$ cat config.mk
export PLATFORM = sky130hd
export DESIGN_NAME = excess3_multi_to_binary_flat
export DESIGN_NICKNAME = d
export VERILOG_FILES = /design/src/rtl/excess3_multi_to_binary_if.sv /design/src/rtl/excess3_multi_to_binary.sv /design/src/flat_wrapper.sv
export SDC_FILE = /design/constraint.sdc
export NUM_CORES = 1
export LEC_CHECK = 0
export CORE_MARGIN = 2
export CORE_UTILIZATION = 60
export CTS_BUF_LIST = sky130_fd_sc_hd__clkbuf_8
export DETAILED_ROUTE_END_ITERATION = 7
export PLACE_DENSITY = 0.86
export SETUP_SLACK_MARGIN = 0.15
export SYNTH_ARGS = -nofsm -noshare
export SYNTH_HDL_FRONTEND = slang
export SYNTH_SLANG_ARGS = --single-unit
export TNS_END_PERCENT = 20
$ cat constraint.sdc
create_clock -name clk -period 5.4 [get_ports clk]
set_clock_uncertainty 0.15 [all_clocks]
set_input_delay 0.81 -clock clk [delete_from_list [all_inputs] [get_ports clk]]
set_output_delay 0.81 -clock clk [all_outputs]
set_load 0.02 [all_outputs]
$ cat src/rtl/excess3_multi_to_binary_if.sv
// Handshake bundle between an excess-3 producer and the excess3_multi_to_binary converter.
// err_pos exists only when E3B_ERR_POS_EN is defined.
interface excess3_multi_to_binary_if #(
  parameter int DIGITS = 4,
  parameter int OUT_W  = 14
);
  logic [4*DIGITS-1:0] in_data;
  logic                in_valid;
  logic                in_ready;
  logic [OUT_W-1:0]    out_data;
  logic                out_err;
  logic                out_valid;
  logic                out_ready;
`ifdef E3B_ERR_POS_EN
  logic [$clog2(DIGITS+1)-1:0] err_pos;
`endif

  modport slave (
    input  in_data, in_valid, out_ready,
    output in_ready, out_data, out_err, out_valid
`ifdef E3B_ERR_POS_EN
    , output err_pos
`endif
  );

  modport master (
    output in_data, in_valid, out_ready,
    input  in_ready, out_data, out_err, out_valid
`ifdef E3B_ERR_POS_EN
    , input err_pos
`endif
  );
endinterface

$ cat src/rtl/excess3_multi_to_binary.sv
// Sequential excess-3 word to binary converter, one digit per cycle, MS digit first.
// Optional feature: define E3B_ERR_POS_EN to add err_pos (index of most significant invalid digit).
module excess3_multi_to_binary #(
  parameter int DIGITS = 4,
  parameter int OUT_W  = 14
) (
  input  logic                      clk,
  input  logic                      rst,
  excess3_multi_to_binary_if.slave  io_bus
);
  localparam int IN_W  = 4 * DIGITS;
  localparam int CNT_W = $clog2(DIGITS + 1);

  typedef enum logic [1:0] {IDLE, CONV, DONE} state_t;

  state_t           r_state;
  state_t           w_nextState;
  logic [IN_W-1:0]  r_shift;
  logic [OUT_W-1:0] r_acc;
  logic             r_err;
  logic [CNT_W-1:0] r_cnt;
  logic [OUT_W-1:0] r_outData;
  logic             r_outErr;

  logic             w_capture;
  logic             w_step;
  logic             w_inReady;
  logic             w_outValid;
  logic [3:0]       w_nib;
  logic             w_invalid;
  logic [3:0]       w_digit;
  logic [OUT_W-1:0] w_accNext;
  logic             w_lastDigit;

  // The MS digit always sits at the top of the shift register.
  assign w_nib       = r_shift[IN_W-1 -: 4];
  assign w_invalid   = (w_nib < 4'd3) || (w_nib > 4'd12);
  assign w_digit     = w_invalid ? 4'd0 : (w_nib - 4'd3);
  assign w_accNext   = (r_acc << 3) + (r_acc << 1) + OUT_W'(w_digit);
  assign w_lastDigit = (r_cnt == CNT_W'(DIGITS - 1));

  always_ff @(posedge clk or posedge rst) begin
    if (rst) begin
      r_state <= IDLE;
    end else begin
      r_state <= w_nextState;
    end
  end

  always_comb begin
    w_nextState = r_state;
    w_capture   = 1'b0;
    w_step      = 1'b0;
    w_inReady   = 1'b0;
    w_outValid  = 1'b0;
    case (r_state)
      IDLE: begin
        w_inReady = 1'b1;
        if (io_bus.in_valid) begin
          w_capture   = 1'b1;
          w_nextState = CONV;
        end
      end
      CONV: begin
        w_step = 1'b1;
        if (w_lastDigit) begin
          w_nextState = DONE;
        end
      end
      DONE: begin
        w_outValid = 1'b1;
        if (io_bus.out_ready) begin
          w_nextState = IDLE;
        end
      end
      default: w_nextState = IDLE;
    endcase
  end

  // Accumulator wraps modulo 2^OUT_W; results are published only on the last digit.
  always_ff @(posedge clk or posedge rst) begin
    if (rst) begin
      r_shift   <= '0;
      r_acc     <= '0;
      r_err     <= 1'b0;
      r_cnt     <= '0;
      r_outData <= '0;
      r_outErr  <= 1'b0;
    end else if (w_capture) begin
      r_shift <= io_bus.in_data;
      r_acc   <= '0;
      r_err   <= 1'b0;
      r_cnt   <= '0;
    end else if (w_step) begin
      r_shift <= r_shift << 4;
      r_acc   <= w_accNext;
      r_err   <= r_err | w_invalid;
      r_cnt   <= r_cnt + CNT_W'(1);
      if (w_lastDigit) begin
        r_outData <= w_accNext;
        r_outErr  <= r_err | w_invalid;
      end
    end
  end

  assign io_bus.in_ready  = w_inReady;
  assign io_bus.out_valid = w_outValid;
  assign io_bus.out_data  = r_outData;
  assign io_bus.out_err   = r_outErr;

`ifdef E3B_ERR_POS_EN
  localparam int POS_W = $clog2(DIGITS + 1);

  logic [POS_W-1:0] r_pos;
  logic [POS_W-1:0] r_outPos;
  logic [POS_W-1:0] w_digitIdx;
  logic             w_firstBad;

  // Only the first invalid digit seen (the most significant one) is recorded.
  assign w_digitIdx = POS_W'(DIGITS - 1) - POS_W'(r_cnt);
  assign w_firstBad = w_invalid && !r_err;

  always_ff @(posedge clk or posedge rst) begin
    if (rst) begin
      r_pos    <= POS_W'(DIGITS);
      r_outPos <= POS_W'(DIGITS);
    end else if (w_capture) begin
      r_pos <= POS_W'(DIGITS);
    end else if (w_step) begin
      if (w_firstBad) begin
        r_pos <= w_digitIdx;
      end
      if (w_lastDigit) begin
        r_outPos <= w_firstBad ? w_digitIdx : r_pos;
      end
    end
  end

  assign io_bus.err_pos = r_outPos;
`endif
endmodule
$ cat src/flat_wrapper.sv
// flat-port wrapper written by rule: the top's interface ports become plain ports
module excess3_multi_to_binary_flat 
#(
  parameter int DIGITS = 4,
  parameter int OUT_W  = 14
)
  (clk, rst, io_bus_in_data, io_bus_in_valid, io_bus_out_ready, io_bus_in_ready, io_bus_out_data, io_bus_out_err, io_bus_out_valid);
  excess3_multi_to_binary_if #(.DIGITS(DIGITS), .OUT_W(OUT_W)) io_bus_i ();
  input  logic clk;
  input  logic rst;
  input wire logic [$bits(io_bus_i.in_data)-1:0] io_bus_in_data;
  input wire logic [$bits(io_bus_i.in_valid)-1:0] io_bus_in_valid;
  input wire logic [$bits(io_bus_i.out_ready)-1:0] io_bus_out_ready;
  output wire logic [$bits(io_bus_i.in_ready)-1:0] io_bus_in_ready;
  output wire logic [$bits(io_bus_i.out_data)-1:0] io_bus_out_data;
  output wire logic [$bits(io_bus_i.out_err)-1:0] io_bus_out_err;
  output wire logic [$bits(io_bus_i.out_valid)-1:0] io_bus_out_valid;
  assign io_bus_i.in_data = io_bus_in_data;
  assign io_bus_i.in_valid = io_bus_in_valid;
  assign io_bus_i.out_ready = io_bus_out_ready;
  assign io_bus_in_ready = io_bus_i.in_ready;
  assign io_bus_out_data = io_bus_i.out_data;
  assign io_bus_out_err = io_bus_i.out_err;
  assign io_bus_out_valid = io_bus_i.out_valid;
  excess3_multi_to_binary #(.DIGITS(DIGITS), .OUT_W(OUT_W)) u_core (.clk(clk), .rst(rst), .io_bus(io_bus_i));
endmodule
; ---- Yosys cells after proc, flatten, opt, wreduce, memory -nomap -nowiden
; Cells that the tools add are included.
[classes]
eq_ne = 6
n_bitwise = 2
mux = 18
reduce_logical = 5
addsub = 4
order_cmp = 2
[op_table]
columns = operator, count
row1 = 2-to-1 mux 16 bit, 2
row2 = 2-to-1 mux 13 bit, 2
row3 = adder 14 bit, 1
row4 = adder 14 x 4 -> 14 bit, 1
row5 = 2-to-1 mux 1 bit, 7
row6 = 2-to-1 mux 2 bit, 3
row7 = 2-to-1 mux 3 bit, 2
row8 = one-hot mux 2 bit (3 select lines), 1
row9 = AND reduction 3 bit, 2
row10 = greater-than comparator 4 bit (second input constant), 1
row11 = less-than comparator 4 x 2 -> 1 bit (second input constant), 1
row12 = 2-to-1 mux 4 bit, 1
row13 = != test 2 bit (second input constant), 2
row14 = subtractor 4 x 2 -> 4 bit (second input constant), 1
row15 = adder 3 x 1 -> 3 bit (second input constant), 1
row16 = == test 3 x 2 -> 1 bit (second input constant), 1
row17 = == test 2 x 1 -> 1 bit (second input constant), 1
row18 = == test 2 bit (second input constant), 1
row19 = zero test 2 bit, 1
row20 = != test 2 x 1 -> 1 bit (second input constant), 1
row21 = nonzero test 2 bit, 1
row22 = logical OR 1 bit, 1
row23 = inverter 1 bit, 1
row24 = OR 1 bit, 1
[word_totals]
wordCells = 44
output_inout_bits = 17
input_bits = 20
register_bits = 50

; ---- Logic depth before layout (Yosys ltp)
; Gate-level depths: netlist of run 1.
[depth]
depth_word = 6
mapped_depth = 13
mapped_depth_nobuf = 13

; ---- Worst setup path before layout of run 1
; No wires, ideal clock.
[synth_timing]
path_type = register to register
start = register u_core.r_shift[12]
end = register u_core.r_outData[12] (netlist: u_core.io_bus.out_data[12])
setup_time_ns = 0.130
period_less_slack_ns = 3.250
arrival_ns = 2.969
n_path_buf = 0
setup_slack_ns = 2.150
stages_incl_launch_ff = 12
required_time_ns = 5.120
path_cell_list = dfrtp_1 -> ha_1 -> or3_1 -> o21ai_0 -> nand2b_1 -> fa_1 -> fa_1 -> nor2b_1 -> o2111ai_2 -> a211oi_2 -> or4_1 -> nand3_1
[synth_via]
elab_chain_cells = 4
elab_cells_between_ends = 6
classes_between = add/sub: 2 / order compare: 2 / mux: 1 / reduce/logical: 1
[synth_rtl]
columns = item, line_no
row1 = from (decl), excess3_multi_to_binary.sv:18  ; logic [IN_W-1:0] r_shift;
row2 = from (signal assigned), excess3_multi_to_binary.sv:90  ; r_shift <= io_bus.in_data;
row3 = from (signal assigned), excess3_multi_to_binary.sv:95  ; r_shift <= r_shift << 4;
row4 = less-than comparator 4 x 2 -> 1 bit / greater-than comparator 4 bit (equally long branches), excess3_multi_to_binary.sv:37  ; assign w_invalid = (w_nib < 4'd3) || (w_nib > 4'd12);
row5 = logical OR 1 bit, excess3_multi_to_binary.sv:37
row6 = 2-to-1 mux 4 bit (*), excess3_multi_to_binary.sv:38  ; assign w_digit = w_invalid ? 4'd0 : (w_nib - 4'd3);
row7 = adder 14 x 4 -> 14 bit (*), excess3_multi_to_binary.sv:39  ; assign w_accNext = (r_acc << 3) + (r_acc << 1) + OUT_W'(w_digit);
row8 = to (signal assigned), excess3_multi_to_binary.sv:100  ; r_outData <= w_accNext;
row9 = to (decl), excess3_multi_to_binary.sv:22  ; logic [OUT_W-1:0] r_outData;
; Mark *: on every way between the ends. The rest lies on a longest branch, timed or not.
; A chain may end at the register's enable or synchronous reset.

; ---- Worst setup path in the final report of run 1
; Ends and elaborated chain as after synthesis.

==> impl_metrics.ini, run 1 <==
[run_status]
outcome = finished clean

[timing]
rsz0062_at_grt = false
holdWs_ns = 0.334
hold_violations = 0
relSlewSlack = 0.255
min_period_ns = 3.70
fmax_mhz = 270
fin_setup_tns_ns = 0
post-route-period-util = 0.685
worst_pin_slew_ns = 1.12
finalSetupViolations = 0
report.final.slew_viol_count = 0

[yosys]
synthesis.nets = 339
syn_area_um2 = 2810
synth_seq_area_share = 0.446
syn_inst = 291
avgSynthCellArea_um2 = 9.64
yosysWarnings = 0
synth-seq-cells = 50
synth_cell_types = 41

[setup_path]
worstPathMaxFanout = 6
critPathLaunchType = register
cp_cell_sequence = ha_1, or3_1, o21ai_0, nand2b_1, fa_1, fa_1, nor2b_1, o2111ai_2, a211oi_2, or4_1, nand3_1
critPathArrivalTime_ns = 3.74
path_delay_family = adder cells
worstSetupPathType = register to register
path_buf_inv = 0
cpMostUsedCell = fa_1
max_stage_delay_ns = 0.48
cp.required_ns = 5.44
cp-end-kind = register
slowest_stage = fa_1

[power_and_ir_drop]
peakVddDrop_uv = 386
combPwrFrac = 0.608
seq_power_share = 0.280
power-per-cell-area_nw_per_um2 = 735
clkPwrFrac = 0.113
sw_frac_of_total = 0.469
leakagePower_uw = 0.00154
p_int_uw = 1280
p_switching_uw = 1130

[cells_and_area]
fillers = 308
area_growth_pct = 17.0
fin_util = 0.743
final_area_um2 = 3280
regArea_um2 = 1250
drive_gt1_frac = 0.0592
multiInputGateArea_um2 = 1430
fin_nets = 369
antenna_cells = 0

[placed_design]
dpl.hpwl_mm = 4.26
place.gp.congestion = 0.889
post_dp_cell_area_um2 = 3170
io_buffers = 36

[grt]
grtUsageTotal = 0.262
grt_max_degree = 51
overflow = 0
grt_pass1_wl_mm = 10.6
antenna_found_initial = 0
grt_pass1_vias = 2309

[clock_network]
root_buffer = clkbuf_8
clock-sinks = 50
cts_tree = built
cts_resized = 0
numCtsBuffers = 5
clockBufferDepth = 2
htree_levels = 2
path_clk_slew_ns = 0.09
cts_setup_buffers = 0
clock_latency_ns = 0.31
cts_hold_buffers = 0

[routing]
wl_per_cell_um = 16.3
drt-pass1-iter-count = 4
route.detailed.drc = 0
antenna_left = 0
via_per_inst = 6.13
wl_mm = 6.08
drt_iter0_drc = 151
num_vias = 2288

[floorplan]
core.rowCount = 24
die_h_um = 72.4
die_w_um = 72.4
core-area_um2 = 4410
fp.dieArea_um2 = 5240
start_util = 0.635
io_pins = 37

[worst_hold_path]
min_path_type = register to register

[run]
maxCapViolCount = 0
-- power groups by stage --
| stage | combinational (uW) | sequential, uW | clock [uW] |
|---|---|---|---|
| 4_1_cts | 1470 | 674 | 272 |
| 2_1_floorplan | 1020 | 710 | 0 |
| 6_report | 1470 | 675 | 272 |
| 5_1_grt | 1640 | 698 | 284 |
| 3_3_place_gp | 1380 | 668 | 0 |
| 3_5_place_dp | 1450 | 679 | 0 |
-- logic make-up after synthesis --
family / synth area share
AOI/OAI and AO/OA: 0.185
DFF: 0.446
muxes: 0.00803
buffers and inverters: 0.0446
adders and majority gates: 0.130
xor gates and xnor gates: 0.0250
and+or+nand+nor: 0.161
-- through the flow --
stage | std cells | power [uW] | worst slack, ns
6_report | 373 | 2410 | 1.70
5_1_grt | 373 | 2620 | 1.47
4_1_cts | 373 | 2410 | 1.70
3_5_place_dp | 366 | 2120 | 1.83
3_3_place_gp | 366 | 2050 | 2.02
2_1_floorplan | 291 | 1730 | 2.15
-- metal layers --
metal	global-route usage	up-vias	share of wire
met5	0	-	0
met1	0.341	1112	0.43
met2	0.441	74	0.50
met3	0.0556	14	0.052
li1	-	1088	-
met4	0.0823	0	0.015
-- flip-flops by register name, summed over array words and instances (netlist names) --
signal                  count
u_core.r_shift             16
u_core.io_bus.out_data     14
u_core.r_acc               13
u_core.r_cnt                3
u_core.r_state              2
u_core.io_bus.out_err       1
u_core.r_err                1
-- worst paths after layout --
path / from / end / slack (ns) / depth (start not counted)
min: u_core.r_shift[4] / u_core.r_shift[4] / 0.33 / 2
min in group asynchronous: rst / u_core.r_acc[7] / 0.91 / 2
max: u_core.r_shift[12] / u_core.io_bus.out_data[12] / 1.70 / 11
min reg2reg: u_core.r_shift[4] / u_core.r_shift[4] / 0.33 / 2
max reg2reg: u_core.r_shift[12] / u_core.io_bus.out_data[12] / 1.70 / 11
max in group asynchronous: rst / u_core.r_shift[9] / 3.57 / 2
-- tightest hold or removal path: stages (launching register included) --
cell and delay (ns):
dfrtp_1 0.35, nand2_1 0.05, nand2_1 0.06
-- cells in the mapped netlist --
cell type   n  area share
xor2_1      4       0.012
o31ai_1     7       0.019
o21a_1      1      0.0027
a21oi_2     1      0.0031
o21ai_0    25       0.045
nor3_1      4      0.0071
ha_1       26        0.12
nand2_1    57       0.076
xnor2_1     4       0.012
or4_1       2      0.0054
a21oi_4     1      0.0058
a211oi_1    1      0.0027
dfrtp_1    50        0.45
a31o_1      1      0.0031
clkbuf_1    5      0.0067
o211ai_1    4       0.011
a31o_2      1      0.0031
and2_1      4      0.0089
and4_2      1      0.0036
a21o_1      4       0.011
o2111ai_2   2       0.011
o32ai_1     1      0.0031
nor2b_1     2      0.0045
buf_4       2      0.0054
mux2_2      2      0.0080
and3_1      1      0.0022
buf_2       7       0.012
o211ai_2    1      0.0045
fa_1        2       0.014
nand2b_1    4      0.0089
a21oi_1     7       0.012
nand3_1    16       0.029
o2111ai_1   1      0.0031
a221o_1     3       0.011
nand4_1     2      0.0045
a22oi_1     9       0.024
a211oi_2    1      0.0045
inv_1      15       0.020
or3_1       1      0.0022
nor2_1      7      0.0094
a211o_1     2      0.0062
-- area by class of cell --
cell class	instances	area share
repair buffers	37	0.112
well taps	52	0.0198
multi-input cells	212	0.435
inverters	15	0.0172
flip-flops and latches	50	0.381
clock inverters	1	0.00915
clock buffers	6	0.0252
-- cells in the final DEF, fill, tap and decap left out, types with 2 or more instances in the layout --
cell | netlist | routed
nand4_1 | 2 | 2
mux2_2 | 2 | 2
inv_1 | 15 | 14
clkbuf_8 | 0 | 6
or4_1 | 2 | 2
ha_1 | 26 | 26
fa_1 | 2 | 2
a21o_1 | 4 | 4
nor3_1 | 4 | 4
nor2b_1 | 2 | 2
o31ai_1 | 7 | 7
o211ai_1 | 4 | 4
clkdlybuf4s50_1 | 0 | 36
o21ai_0 | 25 | 25
o2111ai_2 | 2 | 2
nand3_1 | 16 | 16
dfrtp_1 | 50 | 50
and2_1 | 4 | 4
nand2b_1 | 4 | 4
a22oi_1 | 9 | 9
xor2_1 | 4 | 4
a21oi_1 | 7 | 7
nand2_1 | 57 | 57
a221o_1 | 3 | 3
xnor2_1 | 4 | 4
a211o_1 | 2 | 2
nor2_1 | 7 | 7
Power figures use the tool's default switching activity.
==> run 2: changes to the inputs <==
- CORE_UTILIZATION: 60 -> 52
- PLACE_DENSITY: 0.86 -> 0.79
- clock period: 5.4 -> 3.3 ns (I/O delays scaled with it)
==> run 2 against run 1 <==
Compared with the run above: via count down 0.79%; register-to-register slack got worse by 1.5 ns; routed wire length fell by 4.0%; non-clock buffer count rose by 10; hold slack worse by 0.0019 ns; sequential power up 61%; clock-buffer cell count unchanged; total power is 66% higher; final cell count increased by 7.2%; largest power group unchanged; highest routed layer unchanged.
==> impl_metrics.ini, run 2 (synthesized netlist as in run 1, its figures left out) <==
[run_status]
outcome = finished clean

[power_and_ir_drop]
combPwrFrac = 0.640
clkPwrFrac = 0.087
p_int_uw = 2140
sw_frac_of_total = 0.467
power-per-cell-area_nw_per_um2 = 1170
seq_power_share = 0.272
peakVddDrop_uv = 520
leakagePower_uw = 0.00159
p_switching_uw = 1870

[run]
maxCapViolCount = 0

[routing]
wl_per_cell_um = 14.6
antenna_left = 0
num_vias = 2270
drt_iter0_drc = 147
drt-pass1-iter-count = 4
via_per_inst = 5.68
route.detailed.drc = 0
wl_mm = 5.83

[worst_hold_path]
min_path_type = register to register

[floorplan]
start_util = 0.542
core.rowCount = 26
die_h_um = 77.4
io_pins = 37
die_w_um = 77.4
fp.dieArea_um2 = 6000
core-area_um2 = 5170

[timing]
fin_setup_tns_ns = 0
rsz0062_at_grt = true
min_period_ns = 3.09
report.final.slew_viol_count = 0
relSlewSlack = 0.653
fmax_mhz = 324
finalSetupViolations = 0
worst_pin_slew_ns = 0.520
holdWs_ns = 0.332
post-route-period-util = 0.936
hold_violations = 0

[setup_path]
critPathLaunchType = register
critPathArrivalTime_ns = 3.12
worstSetupPathType = register to register
cp.required_ns = 3.33
worstPathMaxFanout = 4
cp-end-kind = register

[cells_and_area]
largest_register = u_core.r_shift
regArea_um2 = 1250
final_common_cell = nand2_1
fin_nets = 379
mostFrequentLayoutCells = nand2_1 (57), dfrtp_1 (50), clkdlybuf4s50_1 (36)
fillers = 410
final_cells = 400
antenna_cells = 0
largest_reg_flops = 16
area_growth_pct = 21.9
multiInputGateArea_um2 = 1500
drive_gt1_frac = 0.118

[grt]
grt_pass1_vias = 2143
grt_pass1_wl_mm = 9.97
antenna_found_initial = 0
grtUsageTotal = 0.207
grt_max_degree = 29
overflow = 0

[placed_design]
dpl.hpwl_mm = 4.30
place.gp.congestion = 0.945
dp.cells = 391
io_buffers = 36

[clock_network]
clock_latency_ns = 0.30
clock-sinks = 50
numCtsBuffers = 5
root_buffer = clkbuf_8
clockBufferDepth = 2
cts_tree = built
path_clk_slew_ns = 0.09
htree_levels = 2
[run 2: per-layer routing]
layer	global-route usage	vias to the layer above	part of all wire
met5	0	-	0
met4	0.0750	0	0.0094
met3	0.0488	7	0.051
met1	0.270	1095	0.44
met2	0.337	65	0.50
li1	-	1103	-
[run 2: layout make-up]
cell class	count	share of cell area
Timing Repair Buffer	47	0.129
Multi-Input combinational cell	212	0.439
Sequential cell	50	0.366
Inverter	15	0.0165
Tap cell	70	0.0256
Clock buffer	6	0.0241
[run 2: through the flow]
stage                      util  cell area (um^2)  power, uW  setup slack [ns]
final                     0.661              3420       4010             0.212
after global routing      0.661              3420       4380            0.0863
after CTS                 0.647              3350       3890             0.101
after detailed placement  0.628              3250       3510            0.0462
after global placement    0.628              3250       3420             0.170
after floorplan               -              2810       2850             0.171
[run 2: power groups by stage]
stage	clock [uW]	combinational (uW)	sequential (uW)
6_report	349	2570	1090
5_1_grt	381	2870	1130
4_1_cts	353	2440	1090
3_5_place_dp	0	2410	1100
3_3_place_gp	0	2330	1090
2_1_floorplan	0	1690	1160
[run 2: critical path, stage by stage (launching register included)]
cell and delay [ns]:
dfrtp_1 0.40, ha_2 0.19, or3_4 0.33, o21ai_2 0.07, nand2b_4 0.14, fa_1 0.44, fa_2 0.39, nor2b_4 0.15
o2111ai_4 0.17, a211oi_4 0.31, or4_4 0.18, nand3_2 0.06
[run 2: final timing paths]
path                                                 start                    endpoint  slack, ns  cells after the start
worst min register to register  u_core.io_bus.out_data[11]  u_core.io_bus.out_data[11]       0.33                      2
min in group asynchronous                              rst       u_core.io_bus.out_err       0.40                      2
worst max register to register          u_core.r_shift[13]  u_core.io_bus.out_data[12]       0.21                     11
max in group asynchronous                              rst             u_core.r_acc[3]       1.88                      3
worst max-delay path                    u_core.r_shift[13]  u_core.io_bus.out_data[12]       0.21                     11
worst min-delay path            u_core.io_bus.out_data[11]  u_core.io_bus.out_data[11]       0.33                      2
[run 2: repair_timing]
item / in CTS / in global routing
buffers inserted: 0 / 3
hold buffers: 0 / 0
gates resized for setup: 5 / 9
setup endpoints to repair: 7 / 13
pin swaps: 4 / 8
==> run 3: changes to the inputs <==
- CELL_PAD_IN_SITES_DETAIL_PLACEMENT: default -> 1
- CELL_PAD_IN_SITES_GLOBAL_PLACEMENT: default -> 1
- CORE_UTILIZATION: 52 -> 40
- PLACE_DENSITY: 0.79 -> default
- PLACE_DENSITY_LB_ADDON: default -> 0.1
==> run 3 against run 2 <==
Compared with the run above: die area increased by 28%; routed wire length up 20%; worst setup slack got worse by 0.064 ns; critical path depth stayed put; global-route usage fell by 2.1 points; clock-buffer cell count down 1; highest routed layer unchanged; design area rose by 1.8%; register-to-register slack got worse by 0.06 ns; sequential cell count did not move; maximum frequency shrank 2.0%; critical path type unchanged; final cell count is 6.5% higher.
==> impl_metrics.ini, run 3 (synthesized netlist as in run 1, its figures left out) <==
[clock_network]
numCtsBuffers = 5
clock_latency_ns = 0.30
path_clk_slew_ns = 0.09
cts_tree = built
htree_levels = 2
root_buffer = clkbuf_8
clockBufferDepth = 2
clock-sinks = 50

[worst_hold_path]
worstHoldStart = u_core.io_bus.out_err
min_path_type = register to register
hold-path-endpoint = u_core.io_bus.out_err
whs_path_depth = 2

[setup_path]
worstPathMaxFanout = 4
critPathArrivalTime_ns = 3.18
critPathLaunchType = register
cp_cell_sequence = ha_2, or3_4, o21ai_4, nand2b_4, fa_1, fa_2, nor2b_4, o2111ai_4, a211oi_4, or4_1, nand3_1
max_stage_delay_ns = 0.44
cp-end-kind = register
cp.required_ns = 3.33
worstSetupPathType = register to register
r2r-end = u_core.r_acc[12]
r2r_cells = 11
path_delay_family = adder cells
regToRegStartpoint = u_core.r_shift[13]
path_buf_inv = 0
rrSetupSlack_ns = 0.15
slowest_stage = fa_1

[grt]
overflow = 0
grt_pass1_vias = 2206
grtUsageTotal = 0.186
grt_pass1_wl_mm = 11.1
antenna_found_initial = 0
grt_max_degree = 31

[cells_and_area]
antenna_cells = 0
mostFrequentLayoutCells = nand2_1 (57), dfrtp_1 (50), clkdlybuf4s50_1 (36)
fillers = 763
drive_gt1_frac = 0.121
largest_reg_flops = 16
fin_nets = 378
largest_register = u_core.r_shift
final_common_cell = nand2_1
area_growth_pct = 24.1
fin_util = 0.513

[timing]
relSlewSlack = 0.648
worst_pin_slew_ns = 0.528
report.final.slew_viol_count = 0
holdWs_ns = 0.324
fmax_mhz = 317
finalSetupViolations = 0
fin_setup_tns_ns = 0
rsz0062_at_grt = true
post-route-period-util = 0.955
hold_violations = 0
min_period_ns = 3.15

[routing]
antenna_left = 0
wl_per_cell_um = 16.4
route.detailed.drc = 0
num_vias = 2278
via_per_inst = 5.35
wl_mm = 6.99
drt-pass1-iter-count = 4
drt_iter0_drc = 52

[floorplan]
fp.dieArea_um2 = 7700
io_pins = 37
die_w_um = 87.7
core.rowCount = 30
start_util = 0.413
core-area_um2 = 6790
die_h_um = 87.7

[run_status]
outcome = finished clean

[run]
maxCapViolCount = 0

[placed_design]
place.gp.congestion = 0.752
io_buffers = 36
dpl.hpwl_mm = 5.05
-- run 3: how the worst max path moves through the flow --
| stage | start | to | slack [ns] | cells past startpoint |
|---|---|---|---|---|
| 2_1_floorplan | u_core.r_shift[12] | u_core.io_bus.out_data[12] | 0.17 | 11 |
| 3_3_place_gp | u_core.r_shift[13] | u_core.io_bus.out_data[12] | 0.14 | 11 |
| 3_5_place_dp | u_core.r_shift[13] | u_core.r_acc[12] | 0.03 | 11 |
| 4_1_cts | u_core.r_shift[12] | u_core.r_acc[11] | 0.15 | 13 |
| 5_1_grt | u_core.r_shift[12] | u_core.r_acc[12] | -0.005 | 14 |
| 6_report | u_core.r_shift[13] | u_core.r_acc[12] | 0.15 | 11 |
-- run 3: layout make-up --
cell class                 instances  area (um^2)  share of cell area
multi-input combinational        212         1540               0.441
sequential                        50         1250               0.359
timing repair buffer              46          439               0.126
tap                               96          120              0.0345
clock buffer                       5         68.8              0.0198
inverter                          15         56.3              0.0162
clock inverter                     2         11.3             0.00323
-- run 3: what timing repair did --
action | 4_1_cts | 5_1_grt
setup endpoints to repair | 7 | 11
resized for setup | 7 | 12
pin swaps | 7 | 8
buffers inserted | 0 | 2
hold buffers | 0 | 0
-- run 3: stage by stage --
| step | worst slack [ns] | instance area (um^2) | cells |
|---|---|---|---|
| global placement | 0.142 | 3280 | 417 |
| global route | -0.00463 | 3480 | 426 |
| floorplan | 0.171 | 2810 | 291 |
| detailed placement | 0.0344 | 3280 | 417 |
| CTS | 0.147 | 3390 | 424 |
| finish | 0.149 | 3480 | 426 |
-- run 3: tightest hold or removal path: stages, from the launching register on --
cell,delay [ns]
dfrtp_1,0.35
nand2_1,0.05
nand2_1,0.05
-- run 3: layer usage --
layer | wire [um] | global-route usage
met5 | 0 | 0
met4 | 50 | 0.0336
met1 | 3420 | 0.268
met3 | 155 | 0.0311
met2 | 3370 | 0.298
Power of run 3 is not shown: default switching activity piles up to over one toggle a cycle in this logic, so the estimate is an artifact.
